<file path="src/rtl/draw_end_banner_if.sv">
// VGA pixel-stream bundle: raster timing fields plus 12-bit colour.
interface vga_if;
    logic [10:0] vcount;
    logic        vsync;
    logic        vblnk;
    logic [10:0] hcount;
    logic        hsync;
    logic        hblnk;
    logic [11:0] rgb;

    modport in  (input  vcount, vsync, vblnk, hcount, hsync, hblnk, rgb);
    modport out (output vcount, vsync, vblnk, hcount, hsync, hblnk, rgb);
endinterface

</file>
<file path="src/rtl/draw_end_banner.sv">
// End-of-game banner overlay: a two-stage pixel pipeline that paints the
// winner's colour over a programmable set of rectangles, blinking per frame.
//
// state    | meaning
// ---------+----------------------------------------------------------
// IDLE     | game running, no overlay, waiting for a non-zero gameover
// ARMED    | winner latched, waiting for the next frame to start showing
// SHOW_ON  | overlay drawn on hitting rectangles
// SHOW_OFF | overlay hidden for this blink phase
module draw_end_banner #(
    parameter int          NUM_RECT     = 8,
    parameter int          BLINK_FRAMES = 30,
    parameter logic [11:0] COLOR_P1     = 12'h820,
    parameter logic [11:0] COLOR_P2     = 12'h028,
    parameter logic [11:0] COLOR_DRAW   = 12'h888
) (
    input  logic                        clk,
    input  logic                        rst,
    input  logic                        reset,
    input  logic [1:0]                  gameover,
    input  logic                        rect_we,
    input  logic [$clog2(NUM_RECT)-1:0] rect_idx,
    input  logic                        rect_en,
    input  logic [10:0]                 rect_x0,
    input  logic [10:0]                 rect_x1,
    input  logic [10:0]                 rect_y0,
    input  logic [10:0]                 rect_y1,
    vga_if.in                           in,
    vga_if.out                          out
);

    localparam int IW = $clog2(NUM_RECT);
    localparam int CW = ($clog2(BLINK_FRAMES + 1) > 0) ? $clog2(BLINK_FRAMES + 1) : 1;
    // With blinking disabled the terminal count is never consulted.
    localparam logic [CW-1:0] CNT_LAST = (BLINK_FRAMES > 0) ? CW'(BLINK_FRAMES - 1) : '0;

    typedef enum logic [1:0] {
        IDLE     = 2'd0,
        ARMED    = 2'd1,
        SHOW_ON  = 2'd2,
        SHOW_OFF = 2'd3
    } state_t;

    typedef struct packed {
        logic        en;
        logic [10:0] x0;
        logic [10:0] x1;
        logic [10:0] y0;
        logic [10:0] y1;
    } rect_t;

    typedef struct packed {
        logic [10:0] vcount;
        logic        vsync;
        logic        vblnk;
        logic [10:0] hcount;
        logic        hsync;
        logic        hblnk;
    } timing_t;

    state_t                state_q, state_d;
    logic [1:0]            win_q, win_d;
    logic [CW-1:0]         cnt_q, cnt_d;
    rect_t                 rect_q [NUM_RECT];
    rect_t                 rect_d [NUM_RECT];

    timing_t               tim1_q, tim1_d;
    logic [11:0]           rgb1_q, rgb1_d;
    logic [NUM_RECT-1:0]   hit1_q, hit1_d;
    state_t                state1_q, state1_d;
    logic [1:0]            win1_q, win1_d;

    timing_t               tim2_q, tim2_d;
    logic [11:0]           rgb2_q, rgb2_d;

    logic                  frame_edge;
    logic [11:0]           banner_rgb;

    // Stage 1 holds last cycle's vblnk, so it doubles as the edge detector.
    assign frame_edge = in.vblnk & ~tim1_q.vblnk;

    // Rectangle table update; out-of-range indices match no entry.
    always_comb begin
        rect_d = rect_q;
        for (int i = 0; i < NUM_RECT; i++) begin
            if (rect_we && (rect_idx == IW'(i))) begin
                rect_d[i] = '{en: rect_en, x0: rect_x0, x1: rect_x1,
                              y0: rect_y0, y1: rect_y1};
            end
        end
    end

    // Banner sequencing: latch the winner, then blink on frame boundaries.
    always_comb begin
        state_d = state_q;
        win_d   = win_q;
        cnt_d   = cnt_q;
        if (reset) begin
            state_d = IDLE;
            win_d   = '0;
            cnt_d   = '0;
        end else begin
            case (state_q)
                IDLE: begin
                    if (gameover != 2'b00) begin
                        state_d = ARMED;
                        win_d   = gameover;
                    end
                end
                ARMED: begin
                    if (frame_edge) begin
                        state_d = SHOW_ON;
                        cnt_d   = '0;
                    end
                end
                SHOW_ON, SHOW_OFF: begin
                    if (frame_edge && (BLINK_FRAMES > 0)) begin
                        if (cnt_q == CNT_LAST) begin
                            cnt_d   = '0;
                            state_d = (state_q == SHOW_ON) ? SHOW_OFF : SHOW_ON;
                        end else begin
                            cnt_d = cnt_q + CW'(1);
                        end
                    end
                end
                default: state_d = IDLE;
            endcase
        end
    end

    // Stage 1: capture timing, colour, per-rectangle hits and the control state.
    always_comb begin
        tim1_d   = '{vcount: in.vcount, vsync: in.vsync, vblnk: in.vblnk,
                     hcount: in.hcount, hsync: in.hsync, hblnk: in.hblnk};
        rgb1_d   = in.rgb;
        state1_d = state_q;
        win1_d   = win_q;
        hit1_d   = '0;
        for (int i = 0; i < NUM_RECT; i++) begin
            hit1_d[i] = rect_q[i].en
                      && (rect_q[i].x0 < in.hcount) && (in.hcount < rect_q[i].x1)
                      && (rect_q[i].y0 < in.vcount) && (in.vcount < rect_q[i].y1);
        end
    end

    // Stage 2: overlay the winner's colour when visible and any rectangle hits.
    always_comb begin
        tim2_d = tim1_q;
        case (win1_q)
            2'b01:   banner_rgb = COLOR_P1;
            2'b10:   banner_rgb = COLOR_P2;
            2'b11:   banner_rgb = COLOR_DRAW;
            default: banner_rgb = rgb1_q;
        endcase
        rgb2_d = ((state1_q == SHOW_ON) && (|hit1_q)) ? banner_rgb : rgb1_q;
    end

    // All registers, cleared together by the synchronous system reset.
    always_ff @(posedge clk) begin
        if (rst) begin
            state_q  <= IDLE;
            win_q    <= '0;
            cnt_q    <= '0;
            for (int i = 0; i < NUM_RECT; i++) begin
                rect_q[i] <= '0;
            end
            tim1_q   <= '0;
            rgb1_q   <= '0;
            hit1_q   <= '0;
            state1_q <= IDLE;
            win1_q   <= '0;
            tim2_q   <= '0;
            rgb2_q   <= '0;
        end else begin
            state_q  <= state_d;
            win_q    <= win_d;
            cnt_q    <= cnt_d;
            rect_q   <= rect_d;
            tim1_q   <= tim1_d;
            rgb1_q   <= rgb1_d;
            hit1_q   <= hit1_d;
            state1_q <= state1_d;
            win1_q   <= win1_d;
            tim2_q   <= tim2_d;
            rgb2_q   <= rgb2_d;
        end
    end

    assign out.vcount = tim2_q.vcount;
    assign out.vsync  = tim2_q.vsync;
    assign out.vblnk  = tim2_q.vblnk;
    assign out.hcount = tim2_q.hcount;
    assign out.hsync  = tim2_q.hsync;
    assign out.hblnk  = tim2_q.hblnk;
    assign out.rgb    = rgb2_q;

endmodule

</file>
<file path="src/flat_wrapper.sv">
// flat-port wrapper written by rule: the top's interface ports become plain ports
module draw_end_banner_flat 
#(
    parameter int          NUM_RECT     = 8,
    parameter int          BLINK_FRAMES = 30,
    parameter logic [11:0] COLOR_P1     = 12'h820,
    parameter logic [11:0] COLOR_P2     = 12'h028,
    parameter logic [11:0] COLOR_DRAW   = 12'h888
)
  (clk, rst, reset, gameover, rect_we, rect_idx, rect_en, rect_x0, rect_x1, rect_y0, rect_y1, in_vcount, in_vsync, in_vblnk, in_hcount, in_hsync, in_hblnk, in_rgb, out_vcount, out_vsync, out_vblnk, out_hcount, out_hsync, out_hblnk, out_rgb);
  vga_if in_i ();
  vga_if out_i ();
  input  logic clk;
  input  logic rst;
  input  logic reset;
  input  logic [1:0] gameover;
  input  logic rect_we;
  input  logic [$clog2(NUM_RECT)-1:0] rect_idx;
  input  logic rect_en;
  input  logic [10:0] rect_x0;
  input  logic [10:0] rect_x1;
  input  logic [10:0] rect_y0;
  input  logic [10:0] rect_y1;
  input wire logic [$bits(in_i.vcount)-1:0] in_vcount;
  input wire logic [$bits(in_i.vsync)-1:0] in_vsync;
  input wire logic [$bits(in_i.vblnk)-1:0] in_vblnk;
  input wire logic [$bits(in_i.hcount)-1:0] in_hcount;
  input wire logic [$bits(in_i.hsync)-1:0] in_hsync;
  input wire logic [$bits(in_i.hblnk)-1:0] in_hblnk;
  input wire logic [$bits(in_i.rgb)-1:0] in_rgb;
  output wire logic [$bits(out_i.vcount)-1:0] out_vcount;
  output wire logic [$bits(out_i.vsync)-1:0] out_vsync;
  output wire logic [$bits(out_i.vblnk)-1:0] out_vblnk;
  output wire logic [$bits(out_i.hcount)-1:0] out_hcount;
  output wire logic [$bits(out_i.hsync)-1:0] out_hsync;
  output wire logic [$bits(out_i.hblnk)-1:0] out_hblnk;
  output wire logic [$bits(out_i.rgb)-1:0] out_rgb;
  assign in_i.vcount = in_vcount;
  assign in_i.vsync = in_vsync;
  assign in_i.vblnk = in_vblnk;
  assign in_i.hcount = in_hcount;
  assign in_i.hsync = in_hsync;
  assign in_i.hblnk = in_hblnk;
  assign in_i.rgb = in_rgb;
  assign out_vcount = out_i.vcount;
  assign out_vsync = out_i.vsync;
  assign out_vblnk = out_i.vblnk;
  assign out_hcount = out_i.hcount;
  assign out_hsync = out_i.hsync;
  assign out_hblnk = out_i.hblnk;
  assign out_rgb = out_i.rgb;
  draw_end_banner #(.NUM_RECT(NUM_RECT), .BLINK_FRAMES(BLINK_FRAMES), .COLOR_P1(COLOR_P1), .COLOR_P2(COLOR_P2), .COLOR_DRAW(COLOR_DRAW)) u_core (.clk(clk), .rst(rst), .reset(reset), .gameover(gameover), .rect_we(rect_we), .rect_idx(rect_idx), .rect_en(rect_en), .rect_x0(rect_x0), .rect_x1(rect_x1), .rect_y0(rect_y0), .rect_y1(rect_y1), .in(in_i), .out(out_i));
endmodule
</file>
<file path="config.mk">
export PLATFORM = sky130hd
export DESIGN_NAME = draw_end_banner_flat
export DESIGN_NICKNAME = d
export VERILOG_FILES = /design/src/rtl/draw_end_banner_if.sv /design/src/rtl/draw_end_banner.sv /design/src/flat_wrapper.sv
export SDC_FILE = /design/constraint.sdc
export NUM_CORES = 1
export LEC_CHECK = 0
export CORE_MARGIN = 4
export CORE_UTILIZATION = 60
export CTS_CLUSTER_SIZE = 28
export DETAILED_ROUTE_END_ITERATION = 10
export GPL_TIMING_DRIVEN = 0
export PLACE_DENSITY = 0.9
export SETUP_SLACK_MARGIN = 0.3
export SKIP_LAST_GASP = 1
export SYNTH_ARGS = -nofsm -noshare
export SYNTH_HDL_FRONTEND = slang
export SYNTH_SLANG_ARGS = --single-unit
</file>
<file path="constraint.sdc">
create_clock -name clk -period 2.2 [get_ports clk]
set_input_delay 0.33 -clock clk [delete_from_list [all_inputs] [get_ports clk]]
set_output_delay 0.33 -clock clk [all_outputs]
set_load 0.03 [all_outputs]
</file>
==> results.md <==
* Status: finished, final reports clean
* Cell taking the most area after synthesis: dfxtp_1
* Max_slew headroom at 33.61%
* Ports at 130
* P&R area growth vs syn at 18.86%
* Avg Vias per Cell at 6.231
* Sequential area share after synthesis at 40.38%
* Final setup vio count at 0
* Die X at 202.3 µm
* Chip height at 202.3 µm
* Root Buffer: clkbuf_16
* Leakage Power at 0.01063 µW
* R2r setup slk at 80 ps
* ANT nets after route at 0
* TritonRoute pass-1 iters at 9
* Final Total Pwr at 19740 µW
* P_sw at 5267 µW
* FP Rows at 70
* CTS sink count at 457
* Vias post-DR at 22290
* Comb power frac at 12.2%
* Total CTS buffers at 48
* Syn Nets at 3247
* Syn_area_per_cell at 8.009 µm²
* Fin util at 72.86%
* Slew Viols, Final at 0
* Layout cells sized above 1 at 12.53%
* Max_cap viols at 0
* DP HPWL at 59580 µm
* Final #Nets at 3453
* CTS Buffer Depth at 3
* Largest net degree at the start of global routing at 15
* Grt ovf at 0
* Clk_lat worst skew at 630 ps
* H-tree Lvls at 2
* Actual slew at the worst max-slew pin at 992.2 ps
* Tcrit/Tclk final at 96.53%
* Fmax at 470.9 MHz
* Final hold vios at 0
* Worst EP required at 2700 ps
* Number of global-route vias before repair at 21760
* Filler Cell Count at 2647
* Mapped cell area at 0.02266 mm²
* Top_reg_cell synth: dfxtp_1
* Yosys top cell area share at 40.38%
* Sw Share at 26.68%
* Worst-path clk slew at 70 ps
* Post-route minimum period at 2124 ps
* Top post-synthesis cells by area: dfxtp_1 (40%), ha_1 (18%), nand2_1 (13%)
* # diodes at 0
* Hold-fix buffers at CTS at 0
* Clock Power Share at 44.3%
* Multi-input gate area at 0.01264 mm²
* Internal Power at 14480 µW
* Worst Skew at 31.91 ps
* Syn. warnings at 0
* Cell Count, Final, Fillers Out at 3577
* Worst EP arrival at 2620 ps
* DIE AREA at 0.04093 mm²
* First-pass GRT wire length at 124900 µm
* Worst Setup End Kind: flop
* Tightest Hold Check Type: in -> reg
* Max IR drop VDD at 642.7 µV
* Total power per unit cell area at 733.1 mW/mm²
* Sequential power share at 43.5%
* Final wirelength at 85080 µm
* Post-synth EDFFs at 0
* DR WL/cell at 23.78 µm
* Post-synth ARST share at 0%
* Drt drc at 0
* Detailed Route Iter0 Violations at 2592
* RSZ-0062 raised after global routing: yes
* FF+latch count, synth at 457
* Placer Congestion at 1.099
* Synth cell types at 47
* Storage cell area at 0.009155 mm²
* Initial antenna violation count at 5
* Initial Utilization at 61.30%
* Port Buffers at 80
* TritonCTS clock tree: yes
* Core area at 0.03696 mm²
* Cells after Synth at 2829
* Crit start category: flop
* Cells after DPL at 3413
* CP max FO at 2
* GRT Util Overall at 39.63%
* Critical path class: reg -> reg
sequential cells by signal, indices dropped and copies added, names as in the netlist:
| name | count |
|---|---|
| u_core.out.hcount | 11 |
| u_core.rgb1_q | 12 |
| u_core.win1_d | 2 |
| u_core.out.hsync | 1 |
| u_core.state1_q | 2 |
| u_core.out.vsync | 1 |
| u_core.out.vcount | 11 |
| u_core.rect_q | 360 |
| u_core.out.hblnk | 1 |
| u_core.out.vblnk | 1 |
| u_core.out.rgb | 12 |
| u_core.win1_q | 2 |
| u_core.tim1_q | 26 |
| u_core.cnt_q | 5 |
| u_core.state1_d | 2 |
| u_core.hit1_q | 8 |
worst max-delay path, cell delays in order (launching register included):
cell	delay [ps]
dfxtp_1	360
inv_1	60
ha_2	200
a222oi_1	370
nand3_1	290
nor4_2	310
o311ai_2	190
nor4_1	220
area by class of cell:
type	count	area share [%]
Buffer	166	2.983
Clock buffer	67	5.106
Clock inverter	21	1.101
Inverter	185	2.857
Multi-Input combinational cell	2021	46.92
Sequential cell	457	33.99
Tap cell	504	2.342
Timing Repair Buffer	156	4.697
cell families (layout without fill, tap and decap cells):
kind of cell | Yosys count | count (layout) | share of synthesized area (%)
and+or+nand+nor | 1088 | 1088 | 20.45
adders and majority gates | 326 | 326 | 18.00
DFF | 457 | 457 | 40.38
muxes | 2 | 2 | 0.08836
xor gates and xnor gates | 4 | 4 | 0.1547
buffers and inverters | 351 | 595 | 6.169
AOI/OAI and AO/OA | 601 | 601 | 14.76
Yosys cell counts (2+ instances only):
cell type  instances
a2111oi_0          3
nor4_1            25
o32ai_1            5
o311ai_0           3
nor2_1            64
nand2b_1          34
o211ai_1           5
nand4_1           36
nor4b_1            6
or4_1              5
a31oi_1            4
dfxtp_1          457
nor3_2             2
clkbuf_1          95
a211o_1            2
nor3_1            21
a21o_1            39
inv_1            185
a211oi_1          30
o2111ai_1          3
o22ai_1           12
a21oi_1          463
mux2i_1            2
nand3_1           31
xor2_1             3
o21ai_0           15
o21a_1             2
ha_1             326
nand2_1          797
o41ai_1            2
o221ai_1           2
and2_1             8
buf_1              7
a222oi_1           8
nor2b_1           52
buf_2             64
routing by layer:
layer | wire, µm | part of all wire (%) | GRT usage, % | vias up
met3 | 10050 | 12 | 9.979 | 446
li1 | - | - | - | 9913
met1 | 30140 | 35 | 46.62 | 10410
met4 | 7790 | 9.2 | 28.76 | 8
met2 | 37060 | 44 | 62.96 | 1516
met5 | 40 | 0.047 | 0 | -
path summary, 6_finish.rpt:
kind,start,endpoint,cells past startpoint
worst min register to register,u_core.rgb1_q[10],u_core.out.rgb[10],1
worst max-delay path,u_core.rect_q[121],u_core.hit1_q[5],7
worst max register to register,u_core.rect_q[121],u_core.hit1_q[5],7
worst min-delay path,rect_x1[0],u_core.rect_q[112],3
cell usage in the layout (no fill, tap or decap), drive strengths merged, types with 6 or more instances in the layout:
| cell | count |
|---|---|
| and2 | 8 |
| dfxtp | 457 |
| nand4 | 36 |
| o21ai | 15 |
| a21o | 39 |
| nor2b | 52 |
| bufinv | 7 |
| nor2 | 64 |
| clkinv | 12 |
| nor4 | 25 |
| nand2 | 797 |
| o22ai | 12 |
| buf | 163 |
| nor4b | 6 |
| a21oi | 463 |
| nand3 | 31 |
| dlygate4sd2 | 35 |
| a222oi | 8 |
| a211oi | 30 |
| inv | 165 |
| nor3 | 23 |
| ha | 326 |
| nand2b | 34 |
| clkdlybuf4s50 | 20 |
| clkinvlp | 22 |
| clkbuf | 166 |
per-stage QoR:
stage               hold slack (ps)  cell area [µm²]  worst slack [ps]  setup TNS (ps)
floorplan                     402.8            22670             269.3               0
global placement              408.1            24100             -1796         -394230
detailed placement            410.7            24100             -1761         -405980
CTS                           61.31            26690             142.9               0
global route                  64.24            26930             42.56               0
finish                        58.29            26930             76.36               0
power groups by stage:
stage	Combinational (µW)	Clock, µW	Sequential (µW)
CTS	2230	8690	8580
finish	2400	8760	8590
floorplan	1140	0	8790
detailed placement	2060	0	8760
global placement	1970	0	8750
global route	2530	9060	8600
what timing repair did:
item / in CTS / in global routing
buffers inserted: 68 / 8
endpoints found under the setup margin: 451 / 138
gates resized for setup: 273 / 66
pin swaps: 24 / 29
No activity file was read; power rests on OpenSTA's default activity.
